--- src/rtl/axis_frame_arbiter.sv ---
// Frame-granular AXI-Stream arbiter: a source keeps the grant until its tlast beat is accepted.
// Optional per-frame beat limit is enabled by defining AXIS_ARB_MAXBEAT_EN.
module axis_frame_arbiter #(
  parameter int unsigned S_COUNT     = 4,
  parameter int unsigned DATA_WIDTH  = 8,
  parameter int unsigned KEEP_WIDTH  = (DATA_WIDTH / 8 > 0) ? DATA_WIDTH / 8 : 1,
  parameter int unsigned USER_WIDTH  = 1,
  parameter int unsigned ROUND_ROBIN = 1,
  parameter int unsigned MAX_BEATS   = 256,
  parameter int unsigned CL_S_COUNT  = $clog2(S_COUNT)
) (
  input  logic                          clk,
  input  logic                          rst_n,
  input  logic [S_COUNT*DATA_WIDTH-1:0] s_axis_tdata,
  input  logic [S_COUNT*KEEP_WIDTH-1:0] s_axis_tkeep,
  input  logic [S_COUNT-1:0]            s_axis_tvalid,
  output logic [S_COUNT-1:0]            s_axis_tready,
  input  logic [S_COUNT-1:0]            s_axis_tlast,
  input  logic [S_COUNT*USER_WIDTH-1:0] s_axis_tuser,
  output logic [DATA_WIDTH-1:0]         m_axis_tdata,
  output logic [KEEP_WIDTH-1:0]         m_axis_tkeep,
  output logic                          m_axis_tvalid,
  input  logic                          m_axis_tready,
  output logic                          m_axis_tlast,
  output logic [CL_S_COUNT-1:0]         m_axis_tid,
  output logic [USER_WIDTH-1:0]         m_axis_tuser,
  output logic [S_COUNT-1:0]            grant,
  output logic                          grant_valid
);

  typedef struct packed {
    logic [CL_S_COUNT-1:0] id;
    logic [USER_WIDTH-1:0] user;
    logic                  last;
    logic [KEEP_WIDTH-1:0] keep;
    logic [DATA_WIDTH-1:0] data;
  } beat_t;

  typedef enum logic [0:0] {StIdle, StActive} state_e;

  state_e                state_q, state_d;
  logic [S_COUNT-1:0]    grant_q, grant_d;
  logic                  grant_valid_q, grant_valid_d;
  logic [CL_S_COUNT-1:0] gidx_q, gidx_d, ptr_q, ptr_d;
  logic [CL_S_COUNT-1:0] win_idx, cand;
  logic                  path_ready_q;
  logic                  out_valid_q, out_valid_d, skid_valid_q, skid_valid_d;
  beat_t                 out_q, out_d, skid_q, skid_d, in_beat;
  logic                  sel_valid, sel_last, accept, fwd, cut, drop, out_free;

  // Winner search; loops run backwards so the last hit is the first in priority order.
  always_comb begin
    win_idx = '0;
    cand    = '0;
    if (ROUND_ROBIN != 0) begin
      for (int k = S_COUNT; k >= 1; k--) begin
        cand = CL_S_COUNT'((32'(ptr_q) + 32'(k)) % S_COUNT);
        if (s_axis_tvalid[cand]) win_idx = cand;
      end
    end else begin
      for (int k = S_COUNT - 1; k >= 0; k--) begin
        if (s_axis_tvalid[k]) win_idx = CL_S_COUNT'(k);
      end
    end
  end

  assign sel_valid     = s_axis_tvalid[gidx_q];
  assign sel_last      = s_axis_tlast[gidx_q];
  assign accept        = grant_valid_q & sel_valid & (path_ready_q | drop);
  assign fwd           = accept & ~drop;
  assign s_axis_tready = grant_q & {S_COUNT{path_ready_q | drop}};

`ifdef AXIS_ARB_MAXBEAT_EN
  localparam int unsigned CntW = $clog2(MAX_BEATS + 1);
  logic [CntW-1:0] cnt_q, cnt_d;
  logic            drop_q, drop_d;

  assign drop = drop_q;
  // Truncate an over-long frame: the limit beat becomes a flagged tlast, the rest is swallowed.
  assign cut  = fwd & ~sel_last & (cnt_q == CntW'(MAX_BEATS - 1));

  always_comb begin
    cnt_d  = cnt_q;
    drop_d = drop_q;
    if (state_q == StIdle) begin
      cnt_d  = '0;
      drop_d = 1'b0;
    end else if (fwd) begin
      cnt_d = cnt_q + 1'b1;
      if (cut) drop_d = 1'b1;
    end
  end

  always_ff @(posedge clk or negedge rst_n) begin
    if (!rst_n) begin
      cnt_q  <= '0;
      drop_q <= 1'b0;
    end else begin
      cnt_q  <= cnt_d;
      drop_q <= drop_d;
    end
  end
`else
  logic unused_max_beats;
  assign unused_max_beats = ^MAX_BEATS;
  assign drop = 1'b0;
  assign cut  = 1'b0;
`endif

  always_comb begin
    in_beat.id   = gidx_q;
    in_beat.data = s_axis_tdata[gidx_q*DATA_WIDTH +: DATA_WIDTH];
    in_beat.keep = s_axis_tkeep[gidx_q*KEEP_WIDTH +: KEEP_WIDTH];
    in_beat.user = s_axis_tuser[gidx_q*USER_WIDTH +: USER_WIDTH];
    in_beat.last = sel_last | cut;
    if (cut) in_beat.user[0] = 1'b1;
  end

  always_comb begin
    state_d       = state_q;
    grant_d       = grant_q;
    grant_valid_d = grant_valid_q;
    gidx_d        = gidx_q;
    ptr_d         = ptr_q;
    unique case (state_q)
      StIdle: begin
        if (|s_axis_tvalid) begin
          state_d          = StActive;
          grant_d          = '0;
          grant_d[win_idx] = 1'b1;
          grant_valid_d    = 1'b1;
          gidx_d           = win_idx;
        end
      end
      StActive: begin
        if (accept && sel_last) begin
          state_d       = StIdle;
          grant_d       = '0;
          grant_valid_d = 1'b0;
          ptr_d         = gidx_q;
        end
      end
      default: state_d = StIdle;
    endcase
  end

  // Output register plus skid; input ready is registered as "skid empty".
  assign out_free = ~out_valid_q | m_axis_tready;

  always_comb begin
    out_valid_d  = out_valid_q;
    out_d        = out_q;
    skid_valid_d = skid_valid_q;
    skid_d       = skid_q;
    if (skid_valid_q) begin
      if (out_free) begin
        out_valid_d  = 1'b1;
        out_d        = skid_q;
        skid_valid_d = 1'b0;
      end
    end else if (fwd) begin
      if (out_free) begin
        out_valid_d = 1'b1;
        out_d       = in_beat;
      end else begin
        skid_valid_d = 1'b1;
        skid_d       = in_beat;
      end
    end else if (out_free) begin
      out_valid_d = 1'b0;
    end
  end

  always_ff @(posedge clk or negedge rst_n) begin
    if (!rst_n) begin
      state_q       <= StIdle;
      grant_q       <= '0;
      grant_valid_q <= 1'b0;
      gidx_q        <= '0;
      ptr_q         <= CL_S_COUNT'(S_COUNT - 1);
      path_ready_q  <= 1'b1;
      out_valid_q   <= 1'b0;
      skid_valid_q  <= 1'b0;
    end else begin
      state_q       <= state_d;
      grant_q       <= grant_d;
      grant_valid_q <= grant_valid_d;
      gidx_q        <= gidx_d;
      ptr_q         <= ptr_d;
      path_ready_q  <= ~skid_valid_d;
      out_valid_q   <= out_valid_d;
      skid_valid_q  <= skid_valid_d;
    end
  end

  always_ff @(posedge clk) begin
    out_q  <= out_d;
    skid_q <= skid_d;
  end

  assign m_axis_tdata  = out_q.data;
  assign m_axis_tkeep  = out_q.keep;
  assign m_axis_tlast  = out_q.last;
  assign m_axis_tid    = out_q.id;
  assign m_axis_tuser  = out_q.user;
  assign m_axis_tvalid = out_valid_q;
  assign grant         = grant_q;
  assign grant_valid   = grant_valid_q;

endmodule

--- config.mk ---
export PLATFORM = sky130hd
export DESIGN_NAME = axis_frame_arbiter
export DESIGN_NICKNAME = d
export VERILOG_FILES = /design/src/rtl/axis_frame_arbiter.sv
export SDC_FILE = /design/constraint.sdc
export NUM_CORES = 1
export LEC_CHECK = 0
export CAP_MARGIN = 20
export CORE_UTILIZATION = 45
export CTS_BUF_LIST = sky130_fd_sc_hd__clkbuf_4
export DETAILED_ROUTE_END_ITERATION = 16
export PLACE_DENSITY = 0.82
export SLEW_MARGIN = 5
export SYNTH_ARGS = -nofsm -noshare
export SYNTH_HDL_FRONTEND = slang
export SYNTH_SLANG_ARGS = --single-unit
export TNS_END_PERCENT = 30
--- constraint.sdc ---
create_clock -name clk -period 3.1 [get_ports clk]
set_input_delay 0.62 -clock clk [delete_from_list [all_inputs] [get_ports clk]]
set_output_delay 0.62 -clock clk [all_outputs]
set_load 0.02 [all_outputs]
==> flow_summary_export.csv, run 1 <==
group,metric,value,unit
clock_network,ctsResizeCount,0,
final_layout,drive_above_1_share,0.2042,
job,drv_cap,0,
sta,setup_viol,0,
detailed_routing,wl_per_cell,16.41,um
detailed_routing,routedLengthMet1,1.475,mm
sta,tns,0,ps
clock_network,cts_root_buffer,"clkbuf_4",
global_routing,antenna_found_initial,0,
detailed_routing,routed_via_density,5.249,
worst_setup_path,crit_arrival,1680,ps
synth,syn_nets,166,
synth,yosys.cell_types.count,34,
detailed_routing,drtIter0Drc,42,
clock_network,hold_buffers,0,
worst_setup_path,regToRegStartpoint,"gidx_q[0]",
worst_setup_path,r2r_cells,5,
pwr,power.internal,1.755,mW
clock_network,cts_made_buffers,5,
worst_setup_path,critPathLaunchType,"register",
detailed_routing,ant_nets,0,
detailed_routing,dr.pass1.iters,4,
synth,synth-seq-area-share,0.5843,
synth,syn_avg_cell_area,16.52,um2
place,place_inst,233,
floorplanning,ios,74,
floorplanning,die_h,66.97,um
pwr,vdd_drop_max,612.2,uV
min_path,holdPathStages,1,
final_layout,final-seq-area,1110,um2
synth,synthesis.area,1899,um2
worst_setup_path,criticalPathCategory,"register to primary output",
final_layout,nets,241,
detailed_routing,drc,0,
worst_setup_path,crit_path_end_kind,"primary output",
clock_network,post-cts-setup-buffers,0,
worst_setup_path,r2r_end,"m_axis_tdata[3]",
clock_network,cts_sinks,39,
place,place.gp.congestion,0.7272,
detailed_routing,routed_wl,3.954,mm
sta,max_freq,435.5,MHz
final_layout,diodes,0,
floorplanning,fp.dieArea,4484,um2
min_path,hold_class,"register to register",
clock_network,cts_tree,"built",
sta,maxSlewViolCount,0,
detailed_routing,num_vias,1265,
clock_network,clk_latency,340,ps
pwr,p_comb_frac,0.440,
sta,rsz0062_at_grt,"no",
global_routing,grt.overflow.total,0,
detailed_routing,wl_met2,2.198,mm
sta,finalCritPeriodShare,0.7407,
synth,ys_ff_latch,39,
place,pre_cts_ws,696.4,ps
final_layout,area_growth,45.45,%
detailed_routing,dr_wl_met3,257,um
floorplanning,rows,23,
sta,slew_headroom,0.4187,
floorplanning,core,4029,um2
pwr,clock_power_share,0.160,
pwr,p_leak,0.9965,nW
synth,ys.warnings.count,0,
worst_setup_path,r2r_slack,880,ps
pwr,power.density,951.2,nW/um2
clock_network,cts.path.max_buffers,2,
sta,post-route-min-period,2296,ps
place,port_buffers,73,
clock_network,cts-htree-levels,2,
clock_network,path_clk_slew,120,ps
pwr,p_sw_frac,0.3322,
global_routing,track_usage,0.1923,
pwr,seq_power_share,0.401,
min_path,worstHoldEndpoint,"m_axis_tdata[3]",
final_layout,num-fill-cells,278,
sta,finClkSkew,14.53,ps
global_routing,grt_first_pass_wirelength,6.078,mm
sta,finalWorstSetupSlack,803.8,ps
final_layout,multi_input_area,735.7,um2
min_path,worstHoldStart,"skid_q[3]",
worst_setup_path,worstPathRequired,2480,ps
sta,worst_pin_slew,872.0,ps
global_routing,grt_pass1_vias,1294,
worst_setup_path,crit_fanout,6,
final_layout,design_area,2763,um2
outcome,status,"completed",
floorplanning,start_util,0.4714,
place,dp_hpwl,2.949,mm
pwr,power.net_switching,0.8729,mW
detailed_routing,topRoutingLayerUsed,"met4",
place,place_area,2658,um2
global_routing,grt_max_degree,18,
sta,hold_viol,0,
final_layout,stdcell_count,241,
sta,timing.hold.ws,559.5,ps
floorplanning,die_x,66.97,um
synth,synthCells,115,
flip-flops by register name, indices dropped and copies added, names as in the netlist:
signal	flops
grant_valid	1
m_axis_tkeep	1
m_axis_tdata	8
gidx_q	2
grant	4
m_axis_tlast	1
skid_q	13
m_axis_tid	2
skid_valid_q	1
ptr_q	2
m_axis_tuser	1
state_q	1
m_axis_tvalid	1
path_ready_q	1
cell type report:
cell class              count  share of cell area
clock buffers               5             0.01359
clock inverters             3             0.02446
inverters                   1            0.001359
multi-input cells          68              0.2663
flip-flops and latches     39              0.4017
well taps                  50             0.02264
repair buffers             75              0.2699
critical path, stage by stage (launching register included):
cell and delay (ps):
dfstp_2 600, and2_1 140, clkdlybuf4s50_1 600
worst max-delay path by stage:
| stage | start | slack (ps) | cells past startpoint | to |
|---|---|---|---|---|
| 4_1_cts | path_ready_q | 790 | 2 | s_axis_tready[3] |
| 5_1_grt | gidx_q[0] | 670 | 5 | m_axis_tuser |
| 3_3_place_gp | s_axis_tvalid[3] | 760 | 6 | m_axis_tdata[5] |
| 2_1_floorplan | s_axis_tvalid[3] | 700 | 3 | skid_q[0] |
| 3_5_place_dp | s_axis_tvalid[3] | 700 | 6 | m_axis_tdata[7] |
| 6_report | path_ready_q | 800 | 2 | s_axis_tready[2] |
synth_stat cells, drive strengths merged:
cell type / count / share of area
nor3b: 1 / 0.0040
mux2: 15 / 0.089
edfxtp: 26 / 0.41
nand3: 2 / 0.012
o22ai: 1 / 0.0066
o21a: 1 / 0.0040
and2: 4 / 0.013
buf: 4 / 0.023
or2: 2 / 0.0066
nor4: 1 / 0.0033
a21o: 2 / 0.0079
a21boi: 2 / 0.0079
dfstp: 3 / 0.042
nor2: 4 / 0.0079
nand2b: 4 / 0.013
nor2b: 2 / 0.0066
a32o: 4 / 0.021
mux2i: 3 / 0.016
a31oi: 1 / 0.0033
inv: 1 / 0.0020
o21ai: 2 / 0.0053
nand3b: 2 / 0.0079
dfrtp: 10 / 0.13
o2bb2ai: 1 / 0.0046
nand2: 2 / 0.0040
mux4: 11 / 0.14
clkbuf: 3 / 0.0059
o22a: 1 / 0.0046
cells in the final DEF (no fill, tap or decap), drive strengths merged, types with 2 or more instances in the layout:
master | synthesis | layout
a21o | 2 | 2
nand3b | 2 | 2
clkdlybuf4s50 | 0 | 73
dfstp | 3 | 3
nand2 | 2 | 2
dfrtp | 10 | 10
buf | 4 | 2
mux2 | 15 | 15
bufinv | 0 | 2
clkbuf | 3 | 5
and2 | 4 | 4
nand3 | 2 | 2
or2 | 2 | 2
a21boi | 2 | 2
a32o | 4 | 4
o21ai | 2 | 2
mux4 | 11 | 11
nor2 | 4 | 4
mux2i | 3 | 3
nand2b | 4 | 4
edfxtp | 26 | 26
nor2b | 2 | 2
per-stage QoR:
stage	utilization	power, mW
CTS	0.6857	2.652
detailed placement	0.6596	2.229
global route	0.6857	2.772
global placement	0.6596	2.188
floorplan	-	1.787
finish	0.6857	2.628
logic make-up after synthesis:
| kind of cell | after synthesis | synth area share |
|---|---|---|
| and+or+nand+nor | 24 | 0.07839 |
| buffers and inverters | 8 | 0.03096 |
| DFF | 39 | 0.5843 |
| muxes | 29 | 0.2411 |
| AOI/OAI and AO/OA | 15 | 0.06522 |
power groups by stage:
stage	clock [mW]	sequential, mW	combinational (mW)
after CTS	0.424	1.06	1.17
after detailed placement	0	1.07	1.16
final	0.419	1.05	1.16
after global routing	0.448	1.09	1.24
after global placement	0	1.06	1.13
after floorplan	0	1.11	0.678
routing by layer:
metal / GRT usage / vias up
met3: 0.05137 / 4
met5: 0 / -
met2: 0.3636 / 51
met1: 0.2079 / 600
li1: - / 610
met4: 0.05053 / 0
Note: power is estimated with default switching activity, not from simulation.
==> run 2, diff against run 1 <==
clock period = 2.4 ns   (was 3.1 ns; I/O delays follow)
==> run 2 against run 1 <==
Effect of this change:
- clock-buffer cell count stayed put
- hold slack got worse by 79 ps
- sequential share of layout area is 0.44 points higher
- critical path depth is the same
- die area unchanged
- largest cell class unchanged
==> flow_summary_export.csv, run 2 (same netlist as run 1, synthesis figures left out) <==
group,metric,value,unit
outcome,status,"completed",
sta,maxSlewViolCount,0,
sta,rsz0062_at_grt,"no",
clock_network,hold_buffers,0,
final_layout,final_common_cell,"clkdlybuf4s50_1",
detailed_routing,ant_nets,0,
final_layout,nets,244,
pwr,power.density,1173,nW/um2
detailed_routing,routed_via_density,5.406,
worst_setup_path,crit_fanout,6,
sta,slew_headroom,0.5802,
final_layout,top_register,"skid_q",
final_layout,final-seq-area,1110,um2
detailed_routing,wl_per_cell,16.40,um
worst_setup_path,path_cells,"and2_1 -> clkdlybuf4s50_1",
sta,post-route-min-period,2169,ps
clock_network,cts-htree-levels,2,
global_routing,track_usage,0.1951,
floorplanning,rows,23,
sta,worst_pin_slew,629.7,ps
clock_network,post-cts-setup-buffers,0,
sta,setup_viol,0,
clock_network,cts_root_buffer,"clkbuf_4",
floorplanning,fp.dieArea,4484,um2
clock_network,cts.path.max_buffers,2,
worst_setup_path,r2r_cells,3,
final_layout,diodes,0,
global_routing,antenna_found_initial,0,
detailed_routing,drc,0,
final_layout,design_area,2733,um2
worst_setup_path,crit_path_end_kind,"primary output",
floorplanning,start_util,0.4714,
place,place_inst,236,
final_layout,drive_above_1_share,0.2165,
sta,finClkSkew,15.14,ps
final_layout,multi_input_area,735.7,um2
detailed_routing,dr.pass1.iters,4,
final_layout,num-fill-cells,270,
global_routing,grt_pass1_vias,1332,
sta,max_freq,461.1,MHz
floorplanning,die_x,66.97,um
worst_setup_path,critPathLaunchType,"register",
global_routing,grt.overflow.total,0,
detailed_routing,num_vias,1319,
final_layout,largest_reg_flops,13,
floorplanning,die_h,66.97,um
detailed_routing,drtIter0Drc,61,
clock_network,cts_made_buffers,5,
floorplanning,core,4029,um2
pwr,p_leak,0.9946,nW
place,place_area,2680,um2
floorplanning,ios,74,
worst_setup_path,critPathMaxStageDelay,600,ps
min_path,hold_class,"primary input to async pin",
final_layout,stdcell_count,244,
final_layout,area_growth,43.87,%
clock_network,clk_latency,350,ps
global_routing,grt_first_pass_wirelength,6.203,mm
worst_setup_path,crit_arrival,1690,ps
job,drv_cap,0,
place,dp_hpwl,3.071,mm
worst_setup_path,worstPathRequired,1920,ps
clock_network,ctsResizeCount,0,
clock_network,cts_sinks,39,
sta,finalWorstSetupSlack,231.4,ps
place,pre_cts_ws,147.7,ps
place,port_buffers,73,
sta,finalCritPeriodShare,0.9036,
clock_network,cts_tree,"built",
detailed_routing,routed_wl,4.002,mm
worst_setup_path,criticalPathCategory,"register to primary output",
pwr,vdd_drop_max,731.4,uV
worst_setup_path,slowest_stage,"dfstp_2",
place,place.gp.congestion,0.7320,
sta,tns,0,ps
global_routing,grt_max_degree,16,
final_layout,mostFrequentLayoutCells,"73 x clkdlybuf4s50_1, 26 x edfxtp_1, 13 x mux2_2",
sta,hold_viol,0,
clock_network,path_clk_slew,120,ps
## run 2: area by class of cell
| class | count | share of cell area |
|---|---|---|
| Clock inverter | 3 | 0.005495 |
| Tap cell | 50 | 0.02289 |
| Timing Repair Buffer | 78 | 0.2811 |
| Clock buffer | 5 | 0.01374 |
| Multi-Input combinational cell | 68 | 0.2692 |
| Sequential cell | 39 | 0.4061 |
| Inverter | 1 | 0.001374 |
## run 2: path summary, 6_finish.rpt
path / slack (ps) / start / end
worst max-delay path: 230 / path_ready_q / s_axis_tready[2]
worst min-delay path: 480 / rst_n / grant[1]
worst max register to register: 420 / gidx_q[0] / m_axis_tuser
worst min register to register: 560 / skid_q[8] / m_axis_tkeep
max in group asynchronous: 1540 / rst_n / gidx_q[1]
min in group clk: 560 / skid_q[8] / m_axis_tkeep
## run 2: critical path, delay by kind of cell (launching register included)
family / cells / cell delay, ps
and+or+nand+nor: 1 / 140
DFF: 1 / 600
buffers and inverters: 1 / 600
## run 2: layer usage
| layer | part of all wire | GRT usage | routed length [um] | up-vias |
|---|---|---|---|---|
| li1 | - | - | - | 615 |
| met1 | 0.38 | 0.2252 | 1537 | 650 |
| met2 | 0.55 | 0.3523 | 2196 | 50 |
| met3 | 0.058 | 0.04795 | 231 | 4 |
| met4 | 0.0092 | 0.05851 | 37 | 0 |
| met5 | 0 | 0 | 0 | - |
## run 2: power by group
part / leakage [nW] / total, mW / switching (mW) / internal, mW
registers: 0.396 / 1.31 / 0.203 / 1.11
logic: 0.564 / 1.58 / 0.713 / 0.866
clock network: 0.0347 / 0.317 / 0.208 / 0.109
## run 2: stage by stage
stage / utilization / power (mW) / hold slack [ps]
after floorplan: - / 2.308 / 184.4
after global placement: 0.6652 / 2.864 / 525.6
after detailed placement: 0.6652 / 2.921 / 539.9
after CTS: 0.6783 / 3.247 / 483.0
after global routing: 0.6783 / 3.410 / 505.7
final: 0.6783 / 3.207 / 480.4
